File: src/rtl/stage_loader.sv
// stage_loader: copies the 30-row stage ROM into the brick map after each
// start pulse. Row reads and brick-map writes overlap under a ready/valid
// handshake, and the non-empty bricks of every accepted row are counted.
// Optional build macro: STAGE_LOADER_COUNT_EN builds the brick counter;
// without it brick_count is tied to zero.
module stage_loader #(
  parameter int ROWS   = 30,
  parameter int DATA_W = 30
) (
  input  logic              clock,
  input  logic              reset,
  input  logic              start,
  input  logic [1:0]        stage_sel,
  output logic              rom_enable,
  output logic [4:0]        rom_addr,
  output logic [1:0]        rom_stage,
  input  logic [DATA_W-1:0] rom_data,
  output logic              wr_en,
  input  logic              wr_ready,
  output logic [4:0]        wr_addr,
  output logic [DATA_W-1:0] wr_data,
  output logic              busy,
  output logic              done,
  output logic [8:0]        brick_count
);

  localparam int AW = 5;

  typedef enum logic [1:0] {IDLE, LOAD, FINISH} state_t;

  state_t        state_q, state_d;
  logic [AW-1:0] rd_ptr_p0;
  logic          vld_p1;
  logic [AW-1:0] addr_p1;
  logic          accept_start;
  logic          issue;
  logic          accept;
  logic          last_wr;

  // Handshake decode and next-state selection
  always_comb begin
    accept_start = 1'b0;
    issue        = 1'b0;
    accept       = 1'b0;
    last_wr      = 1'b0;
    state_d      = state_q;
    accept_start = (state_q == IDLE) && start;
    // A new read may only go out when the write slot is free or draining now.
    issue   = (state_q == LOAD) && (int'(rd_ptr_p0) < ROWS) && (!vld_p1 || wr_ready);
    accept  = vld_p1 && wr_ready;
    last_wr = accept && (addr_p1 == AW'(ROWS - 1));
    case (state_q)
      IDLE:    if (start)   state_d = LOAD;
      LOAD:    if (last_wr) state_d = FINISH;
      FINISH:               state_d = IDLE;
      default:              state_d = IDLE;
    endcase
  end

  // ROM read port: address holds the last issued row while no read goes out
  always_comb begin
    rom_enable = issue;
    rom_addr   = issue ? rd_ptr_p0 : addr_p1;
  end

  // Stage p0 -> p1: read issue feeds the write slot one cycle later
  always_ff @(posedge clock or posedge reset) begin
    if (reset) begin
      state_q   <= IDLE;
      rd_ptr_p0 <= '0;
      vld_p1    <= 1'b0;
      addr_p1   <= '0;
      rom_stage <= '0;
      busy      <= 1'b0;
      done      <= 1'b0;
    end else begin
      state_q <= state_d;
      busy    <= (state_d != IDLE);
      done    <= (state_d == FINISH);
      if (accept_start) begin
        rom_stage <= stage_sel;
        rd_ptr_p0 <= '0;
        vld_p1    <= 1'b0;
      end else if (issue) begin
        rd_ptr_p0 <= rd_ptr_p0 + AW'(1);
        vld_p1    <= 1'b1;
        addr_p1   <= rd_ptr_p0;
      end else if (accept) begin
        vld_p1    <= 1'b0;
      end
    end
  end

  assign wr_en   = vld_p1;
  assign wr_addr = addr_p1;
  assign wr_data = rom_data;

`ifdef STAGE_LOADER_COUNT_EN
  localparam int         FIELDS  = DATA_W / 3;
  localparam logic [8:0] CNT_MAX = 9'd300;

  logic [8:0] count_p2;

  // Number of non-empty 3-bit brick codes in one row
  function automatic logic [3:0] bricks_in_row(input logic [DATA_W-1:0] row);
    logic [3:0] n;
    n = '0;
    for (int i = 0; i < FIELDS; i++) begin
      if (row[3*i +: 3] != 3'b000) n = n + 4'd1;
    end
    return n;
  endfunction

  // Accumulate with a ceiling at the largest possible map population
  function automatic logic [8:0] sat_add(input logic [8:0] acc, input logic [3:0] inc);
    logic [9:0] sum;
    sum = {1'b0, acc} + {6'd0, inc};
    return (sum > {1'b0, CNT_MAX}) ? CNT_MAX : sum[8:0];
  endfunction

  // Stage p1 -> p2: count bricks of each accepted row
  always_ff @(posedge clock or posedge reset) begin
    if (reset) begin
      count_p2 <= '0;
    end else if (accept_start) begin
      count_p2 <= '0;
    end else if (accept) begin
      count_p2 <= sat_add(count_p2, bricks_in_row(rom_data));
    end
  end

  assign brick_count = count_p2;
`else
  assign brick_count = '0;
`endif

endmodule

File: config.mk
export PLATFORM = sky130hd
export DESIGN_NAME = stage_loader
export DESIGN_NICKNAME = d
export VERILOG_FILES = /design/src/rtl/stage_loader.sv
export SDC_FILE = /design/constraint.sdc
export NUM_CORES = 1
export LEC_CHECK = 0
export BUFFER_PORTS_ARGS = -buffer_cell sky130_fd_sc_hd__buf_2
export CORE_ASPECT_RATIO = 1.2
export CORE_MARGIN = 3
export CORE_UTILIZATION = 35
export CTS_CLUSTER_DIAMETER = 200
export DETAILED_ROUTE_END_ITERATION = 16
export PLACE_DENSITY = 0.74
export SETUP_SLACK_MARGIN = 0.1
export SYNTH_ARGS = -nofsm -noshare
export SYNTH_HDL_FRONTEND = slang
export SYNTH_SLANG_ARGS = --single-unit
File: constraint.sdc
create_clock -name clock -period 3.1 [get_ports clock]
set_input_delay 0.62 -clock clock [delete_from_list [all_inputs] [get_ports clock]]
set_output_delay 0.62 -clock clock [all_outputs]
set_load 0.05 [all_outputs]
==> run summary, run 1 <==
# nets final: 138
CP Capture Type: output pin
PD cells: 1140 nW/um^2
sequential cell area fraction in the yosys report: 39.1%
total clock sinks: 17
DPL Wire Length: 1320 um
remaining antenna violation count: 0
Crit-path slowest cell: dfrtp_1
CTS Buf Count: 3
latest clock arrival within the worst-skew pair: 300 ps
H-Tree Depth: 1
Clock Path Buffers: 2
most frequent cells in the layout: buf_2 (21), dfrtp_1 (17), nand2_1 (9), conb_1 (9), mux2_2 (7)
core area: 2890 sq um
Yosys cell types: 23
Clock Skews: 2.23 ps
initial antenna violation count: 0
CTS tree: done
CP startpoint kind: flip-flop
drt first pass iters: 3
# DRC: 0
Pwr Total: 1.12 mW
Max Cap Viol: 0
worst IR drop on VDD: 925 uV
Ports: 91
Filler Cell Count: 308
worst relative slew slack: 58.6%
period utilization: 78.4%
Post-CTS Repair Setup Buffers: 0
setup slack after placement: 747 ps
CP cell instances: nand4_1, nand3_4, mux2_2, buf_2
critical path class: flip-flop to output pin
post-route insts no fill: 134
slowest stage delay, CP: 460 ps
buffers added on ports: 21
site row count: 21
gr usage total: 9.97%
vias after detailed routing: 627
first-pass GRT wire length: 2850 um
Worst Tran Pin Value: 621 ps
Placed Instances: 130
largest net degree at the start of global routing: 18
WP data arrival: 1810 ps
Worst-path clk slew: 90 ps
register bit total from synthesis: 17
GRT overflow: 0
status: completed
CP required: 2480 ps
die area: 3820 sq um
Cell Area, Synth: 1090 sq um
Avg WL per Cell: 13.1 um
endpoints failing hold: 0
gpl congestion: 0.769
Layout area overhead: -9.54%
Post-CTS Hold Buffers: 0
Static Leak: 0.496 nW
mean area per synthesized cell: 10.2 sq um
cells after synthesis: 107
Total Wirelength: 1760 um
clock root buffer: clkbuf_4
total negative slack: 0 ps
antenna cells: 0
Starting Density: 37.7%
initial drt markers: 5
Final Slew Violations: 0
width of the die: 56.9 um
layout cell share with drive strength beyond 1: 36.0%
commonest non-fill, non-tap cell in the layout: buf_2
Crit path buffers/inverters: 1
Die Y: 67.1 um
Top Family by Delay on Critical Path: simple AND/OR/NAND/NOR gates
vias in the first global route: 584
synth warn: 0
crit-path max FO: 17
drt via density: 4.68
unrepaired setup endpoints after global routing: false
fmax: 412 MHz
WHS: 381 ps
Setup Viol. Count Final: 0
HP Class: input pin to async pin
Tmin final: 2430 ps
Resized Gates After CTS: 0
final setup margin: 671 ps
==> report_power, final <==
part	leakage [nW]	total (mW)	switching, mW	internal, mW
Clock	0.0150	0.119	0.0688	0.0502
Combinational	0.276	0.609	0.437	0.172
Sequential	0.205	0.391	0.0905	0.300
==> logic make-up (layout without fill, tap and decap cells) <==
family / Yosys count / in the layout / share of synthesized area, %
flops: 17 / 17 / 39.1
compound gates: 9 / 9 / 5.29
mux: 10 / 10 / 11.4
buf+inv: 43 / 28 / 29.3
other cells: 1 / 9 / 0.344
simple gates: 26 / 26 / 13.4
fa+ha+maj: 1 / 1 / 1.15
==> worst register-to-register path, delay by kind of cell (launching register included) <==
| family | cells | cell delay [ps] |
|---|---|---|
| DFF | 1 | 460 |
| muxes | 1 | 370 |
| and+or+nand+nor | 2 | 480 |
==> area by class of cell <==
class / count / area (sq um) / area share, %
repair buffers: 21 / 105 / 10.7
inverters: 3 / 11.3 / 1.14
well taps: 34 / 42.5 / 4.32
multi-input cells: 55 / 374 / 38.0
clock buffers: 4 / 26.3 / 2.67
flip-flops and latches: 17 / 425 / 43.2
==> flip-flops by register name, indices dropped and copies added, names as in the netlist <==
| signal | flops |
|---|---|
| busy | 1 |
| wr_en | 1 |
| wr_addr | 5 |
| state_q | 2 |
| rd_ptr_p0 | 5 |
| done | 1 |
| rom_stage | 2 |
==> through the flow <==
stage | util, % | cell area [sq um]
after floorplan | - | 1120
after global placement | 33.2 | 958
after detailed placement | 33.2 | 958
after CTS | 34.1 | 985
after global routing | 34.1 | 985
final | 34.1 | 985
==> cell usage after synthesis (all sizes together) <==
cell / instances / area (sq um)
a21oi: 1 / 5.00
and2: 1 / 6.26
buf: 40 / 308
conb: 1 / 3.75
dfrtp: 17 / 425
ha: 1 / 12.5
inv: 3 / 11.3
mux2: 10 / 124
nand2: 9 / 33.8
nand2b: 1 / 6.26
nand3: 5 / 37.5
nand4: 3 / 18.8
nand4b: 1 / 8.76
nor2: 3 / 11.3
nor2b: 1 / 13.8
nor3: 2 / 10.0
o211ai: 2 / 15.0
o21a: 1 / 7.51
o21ai: 3 / 15.0
o31ai: 2 / 15.0
==> metal layers <==
| metal | global-route usage, % | vias to the layer above | routed length [um] |
|---|---|---|---|
| met5 | 0 | - | 0 |
| met4 | 7.83 | 0 | 70 |
| met3 | 5.62 | 10 | 257 |
| met2 | 13.9 | 39 | 732 |
| met1 | 11.0 | 285 | 700 |
| li1 | - | 293 | - |
==> path summary, 6_finish.rpt <==
kind / from / endpoint / slack [ps] / depth (start not counted)
min reg2reg: rom_stage[1]$_DFFE_PP0P_ / rom_stage[1]$_DFFE_PP0P_ / 490 / 2
max reg2reg: rd_ptr_p0[2]$_DFFE_PP0P_ / wr_addr[2]$_DFFE_PP0N_ / 1690 / 3
max in group asynchronous: reset / wr_addr[1]$_DFFE_PP0N_ / 2320 / 2
max: rd_ptr_p0[2]$_DFFE_PP0P_ / rom_addr[1] / 670 / 4
min in group clock: rom_stage[1]$_DFFE_PP0P_ / rom_stage[1]$_DFFE_PP0P_ / 490 / 2
min: reset / done$_DFF_PP0_ / 380 / 2
Note: power is estimated with default switching activity, not from simulation.
==> run 2, diff against run 1 <==
Clock period 3.1 ns to 2.3 ns, I/O delays scaled along.
==> run 2 against run 1 <==
Compared with the run above:
- clock skew rose by 4.0 ps
- cell count up 5.2%
- die area is the same
- largest cell class unchanged
- sequential cell count did not move
- clock power increased by 39%
- critical path depth did not move
- count of clock-buffer cells in the layout stayed put
- first-iteration DRC count grew 60%
- register-to-register slack got worse by 970 ps
- via count is 7.7% higher
==> run summary, run 2 (synthesis results as in run 1) <==
GRT overflow: 0 (unchanged)
initial drt markers: 8 (+3)
width of the die: 56.9 um (unchanged)
period utilization: 92.3%
Total Wirelength: 1910 um (+8.6%)
Die Y: 67.1 um (unchanged)
buffers added on ports: 21 (unchanged)
endpoints failing hold: 0 (unchanged)
Tmin final: 2120 ps
Crit-path slowest cell: dfrtp_2
antenna cells: 0 (unchanged)
H-Tree Depth: 1 (unchanged)
Final Slew Violations: 0 (unchanged)
Filler Cell Count: 302 (-1.9%)
PD cells: 1490 nW/um^2 (+32%)
Setup crit start: rd_ptr_p0[2]$_DFFE_PP0P_
CTS Buf Count: 3 (unchanged)
Worst Tran Pin Value: 620 ps (-0.932 ps)
# nets final: 145 (+5.1%)
area occupied by multi-input gates: 384 sq um (+2.7%)
Avg WL per Cell: 13.6 um (+3.2%)
WP data arrival: 1660 ps (-150 ps)
latest clock arrival within the worst-skew pair: 300 ps (about the same)
remaining antenna violation count: 0 (unchanged)
slowest stage delay, CP: 430 ps (-30 ps)
Final Cell Area: 1040 sq um (+6.0%)
layout cell share with drive strength beyond 1: 43.0% (+7.0 points)
Max Cap Viol: 0 (unchanged)
setup slack after placement: 267 ps (-480 ps)
gpl congestion: 0.769 (unchanged)
Static Leak: 0.528 nW (+6.5%)
status: completed
Clock Path Buffers: 2 (unchanged)
HP Class: input pin to async pin
CTS tree: done
total negative slack: 0 ps (unchanged)
core area: 2890 sq um (unchanged)
cell area after placement: 958 sq um (unchanged)
Setup Viol. Count Final: 0 (unchanged)
initial antenna violation count: 0 (unchanged)
sw frac: 52.7% (-0.59 points)
drt via density: 4.79 (+2.3%)
first-pass GRT wire length: 3060 um (+7.5%)
proportion of power drawn by the clock network: 10.6% (about the same)
most frequent cells in the layout: buf_2 (21), dfrtp_1 (14), nand2_1 (9), conb_1 (9), mux2_2 (7)
reg2reg start: rd_ptr_p0[2]$_DFFE_PP0P_
die area: 3820 sq um (unchanged)
Comb pwr share: 55.3% (+0.9 points)
Starting Density: 37.7% (unchanged)
crit-path max FO: 7 (-10)
DPL Wire Length: 1320 um (unchanged)
vias in the first global route: 620 (+6.2%)
Post-CTS Hold Buffers: 0 (unchanged)
critical path class: flip-flop to output pin
CP startpoint kind: flip-flop
worst relative slew slack: 58.6% (+0.062 points)
drt first pass iters: 4 (+1)
vias after detailed routing: 675 (+7.7%)
commonest non-fill, non-tap cell in the layout: buf_2
Worst-path clk slew: 100 ps (about the same)
CP Capture Type: output pin
R2R depth: 5 (+2)
Clock Skews: 6.22 ps (+3.99 ps)
# DRC: 0 (unchanged)
CP required: 1840 ps (-640 ps)
NetSw: 0.822 mW (+38%)
total clock sinks: 17 (unchanged)
unrepaired setup endpoints after global routing: false
final setup margin: 178 ps (-492 ps)
Internal Pwr Total: 0.738 mW (+41%)
fmax: 471 MHz
Seq pwr share: 34.2% (-0.7 points)
CP cell instances: nand4_1, nand3_4, mux2_2, buf_2
gr usage total: 10.8% (+0.81 points)
Ports: 91 (unchanged)
FF+latch area: 429 sq um (+0.88%)
clock root buffer: clkbuf_4
worst IR drop on VDD: 1310 uV (+41%)
site row count: 21 (unchanged)
largest net degree at the start of global routing: 18 (unchanged)
Layout area overhead: -4.14%
-- run 2: changes by cell type in the layout (fill, tap and decap cells not counted), sizes merged --
cell	delta
buf	+6
nand3	+1
-- run 2: metrics by stage --
stage	total power, mW	cells	util, %	hold slack [ps]
finish	1.56	141	36.1	214
global route	1.64	141	36.1	283
CTS	1.55	140	35.7	242
detailed placement	1.36	130	33.2	475
global placement	1.33	130	33.2	457
floorplan	1.35	115	-	386
-- run 2: final cells by class --
type / count / share of cell area (%)
clock buffers: 4 / 2.52
multi-input cells: 56 / 36.8
inverters: 3 / 1.08
well taps: 34 / 4.08
repair buffers: 27 / 14.4
flip-flops and latches: 17 / 41.1
-- run 2: timing repair --
item                                    in CTS  in global routing
setup buffers                                5                  1
pin swaps                                    2                  2
endpoints found under the hold margin        0                  0
gates resized for setup                      0                  3
cloned                                       1                  0
endpoints found under the setup margin       5                  5
-- run 2: worst paths after layout --
path                                            endpoint  slack, ps
worst max-delay path                         rom_addr[1]        180
worst min-delay path                      done$_DFF_PP0_        210
worst max register to register    wr_addr[4]$_DFFE_PP0N_        720
worst min register to register  rom_stage[1]$_DFFE_PP0P_        490
max in group asynchronous       rd_ptr_p0[1]$_DFFE_PP0P_       1640
min in group clock              rom_stage[1]$_DFFE_PP0P_        350
-- run 2: power by group through the flow --
stage	Sequential (mW)	Clock [mW]	Combinational (mW)
2_1_floorplan	0.720	0	0.631
3_3_place_gp	0.518	0	0.816
3_5_place_dp	0.531	0	0.827
4_1_cts	0.525	0.167	0.855
5_1_grt	0.548	0.181	0.910
6_report	0.533	0.165	0.862
-- run 2: routing by layer --
layer	routed length (um)	GRT usage (%)
met5	0	0
met4	70	7.83
met3	270	5.62
met2	827	15.6
met1	744	12.0
-- run 2: critical path: cells and delay by family (launching register included) --
family | cells | cell delay (ps)
buf+inv | 1 | 210
mux | 1 | 340
flops | 1 | 430
simple gates | 2 | 370
==> run 3, diff against run 2 <==
Settings changed: BUFFER_PORTS_ARGS -buffer_cell sky130_fd_sc_hd__buf_2 to -buffer_cell sky130_fd_sc_hd__buf_4.
==> run 3 against run 2 <==
Compared with the run above:
- clock skew decreased by 4.2 ps
- combinational power up 6.7%
- count of clock-buffer cells in the layout unchanged
- via count increased by 1.6%
- clock power decreased by 8%
- cell count is 0.71% lower
- utilization grew 1.6 points
- critical path depth is the same
- critical endpoint unchanged
- highest routed layer unchanged
==> run summary, run 3 (synthesis results as in run 1) <==
Max Cap Viol: 0 (unchanged)
worst relative slew slack: 59.8% (+1.1 points)
Placed Instances: 130 (unchanged)
clock root buffer: clkbuf_4
fmax: 476 MHz (+0.94%)
worst IR drop on VDD: 994 uV (-24%)
final setup margin: 198 ps (+19.8 ps)
total negative slack: 0 ps (unchanged)
Starting Density: 37.7% (unchanged)
Routed met2 length: 872 um (+5.4%)
worst reg2reg setup slack: 760 ps (+40 ps)
gr usage total: 10.4% (-0.35 points)
Clock Path Buffers: 2 (unchanged)
Filler Cell Count: 300 (-0.66%)
# nets final: 144 (-0.69%)
total clock sinks: 17 (unchanged)
sw frac: 50.5% (-2.2 points)
NetSw: 0.812 mW (-1.1%)
Tmin final: 2100 ps (-19.8 ps)
core area: 2890 sq um (unchanged)
Comb pwr share: 57.1% (+1.8 points)
CP Capture Type: output pin
met3 wire len: 244 um (-9.6%)
crit-path max FO: 6 (-1)
buffers added on ports: 21 (unchanged)
period utilization: 91.4% (-0.86 points)
# DRC: 0 (unchanged)
unrepaired setup endpoints after global routing: false
CTS tree: done
WP data arrival: 1640 ps (-20 ps)
antenna cells: 0 (unchanged)
most frequent cells in the layout: buf_4 (26), dfrtp_1 (13), nand2_1 (9), conb_1 (9), mux2_2 (7)
PD cells: 1480 nW/um^2 (-1.1%)
width of the die: 56.9 um (unchanged)
Avg WL per Cell: 13.4 um (-1.3%)
Seq pwr share: 33.4% (-0.8 points)
proportion of power drawn by the clock network: 9.4% (-1.2 points)
WHS: 244 ps (+30.3 ps)
R2R depth: 5 (unchanged)
latest clock arrival within the worst-skew pair: 280 ps (-20 ps)
layout cell share with drive strength beyond 1: 43.4% (+0.41 points)
CP cell instances: nand4_1, nand3_4, mux2_2, buf_4
Layout area overhead: 0.115%
die area: 3820 sq um (unchanged)
CTS Buf Count: 3 (unchanged)
Post-CTS Hold Buffers: 0 (unchanged)
H-Tree Depth: 1 (unchanged)
Static Leak: 0.537 nW (+1.6%)
Internal Pwr Total: 0.798 mW (+8.1%)
HP Class: input pin to async pin
Final Slew Violations: 0 (unchanged)
first-pass GRT wire length: 3090 um (+0.91%)
initial drt markers: 12 (+4)
Metal-1 WL: 719 um (-3.4%)
CP startpoint kind: flip-flop
Die Y: 67.1 um (unchanged)
largest net degree at the start of global routing: 18 (unchanged)
Ports: 91 (unchanged)
R2R Path End: wr_addr[4]$_DFFE_PP0N_
endpoints failing hold: 0 (unchanged)
Setup Viol. Count Final: 0 (unchanged)
CP required: 1840 ps (about the same)
site row count: 21 (unchanged)
top layer in use: met4
setup slack after placement: 267 ps (+0.855 ps)
Worst-path clk slew: 90 ps (about the same)
critical path class: flip-flop to output pin
gpl congestion: 0.762 (-0.88%)
commonest non-fill, non-tap cell in the layout: buf_4
Clock Skews: 2.03 ps (-4.19 ps)
vias after detailed routing: 686 (+1.6%)
drt first pass iters: 4 (unchanged)
GRT overflow: 0 (unchanged)
remaining antenna violation count: 0 (unchanged)
slowest stage delay, CP: 420 ps (about the same)
initial antenna violation count: 0 (unchanged)
DPL Wire Length: 1370 um (+3.5%)
Total Wirelength: 1870 um (-2.0%)
Worst Tran Pin Value: 603 ps (-16.9 ps)
status: completed
reg2reg start: rd_ptr_p0[3]$_DFFE_PP0P_
Crit-path slowest cell: dfrtp_2
Pwr Total: 1.61 mW (+3.3%)
post-route insts no fill: 140 (-0.71%)
vias in the first global route: 619 (-0.16%)
drt via density: 4.90 (+2.4%)
-- run 3: area by class of cell --
| cell class | count | area (sq um) | share of cell area [%] |
|---|---|---|---|
| clock buffer | 4 | 26.3 | 2.41 |
| inverter | 3 | 11.3 | 1.03 |
| multi-input combinational | 56 | 384 | 35.2 |
| sequential | 17 | 430 | 39.5 |
| tap | 34 | 42.5 | 3.90 |
| timing repair buffer | 26 | 195 | 17.9 |
-- run 3: per-layer routing --
layer | up-vias | track usage [%]
met2 | 45 | 15.6
met4 | 0 | 4.06
met3 | 8 | 5.62
met5 | - | 0
li1 | 313 | -
met1 | 320 | 12.5
-- run 3: through the flow --
step	instance area [sq um]	utilization, %
finish	1090	37.7
CTS	1080	37.5
detailed placement	1010	35.0
floorplan	1120	-
global route	1090	37.7
global placement	1010	35.0
-- run 3: worst max-delay path: cells and delay by family (launching register included) --
family | cells | cell delay [ps]
muxes | 1 | 350
DFF | 1 | 420
buffers and inverters | 1 | 190
and+or+nand+nor | 2 | 400
-- run 3: worst max path at each step --
stage	cells past startpoint	start	slack (ps)	end
6_report	4	rd_ptr_p0[3]$_DFFE_PP0P_	200	rom_addr[1]
2_1_floorplan	4	wr_en$_DFFE_PP0P_	340	rom_addr[2]
3_5_place_dp	5	wr_ready	270	rom_addr[1]
4_1_cts	4	rd_ptr_p0[3]$_DFFE_PP0P_	150	rom_addr[1]
5_1_grt	6	rd_ptr_p0[3]$_DFFE_PP0P_	110	rom_enable
3_3_place_gp	5	wr_ready	310	rom_addr[0]
-- run 3: power by group through the flow --
stage	clock, mW	combinational (mW)	sequential, mW
2_1_floorplan	0	0.631	0.720
3_3_place_gp	0	0.888	0.523
3_5_place_dp	0	0.901	0.537
4_1_cts	0.156	0.927	0.532
5_1_grt	0.171	0.974	0.557
6_report	0.152	0.920	0.539
-- run 3: what timing repair did --
| action | 4_1_cts | 5_1_grt |
|---|---|---|
| pin swaps | 2 | 0 |
| endpoints found under the setup margin | 5 | 3 |
| gates cloned | 1 | 0 |
| buffers inserted | 5 | 0 |
| gates resized for setup | 0 | 4 |
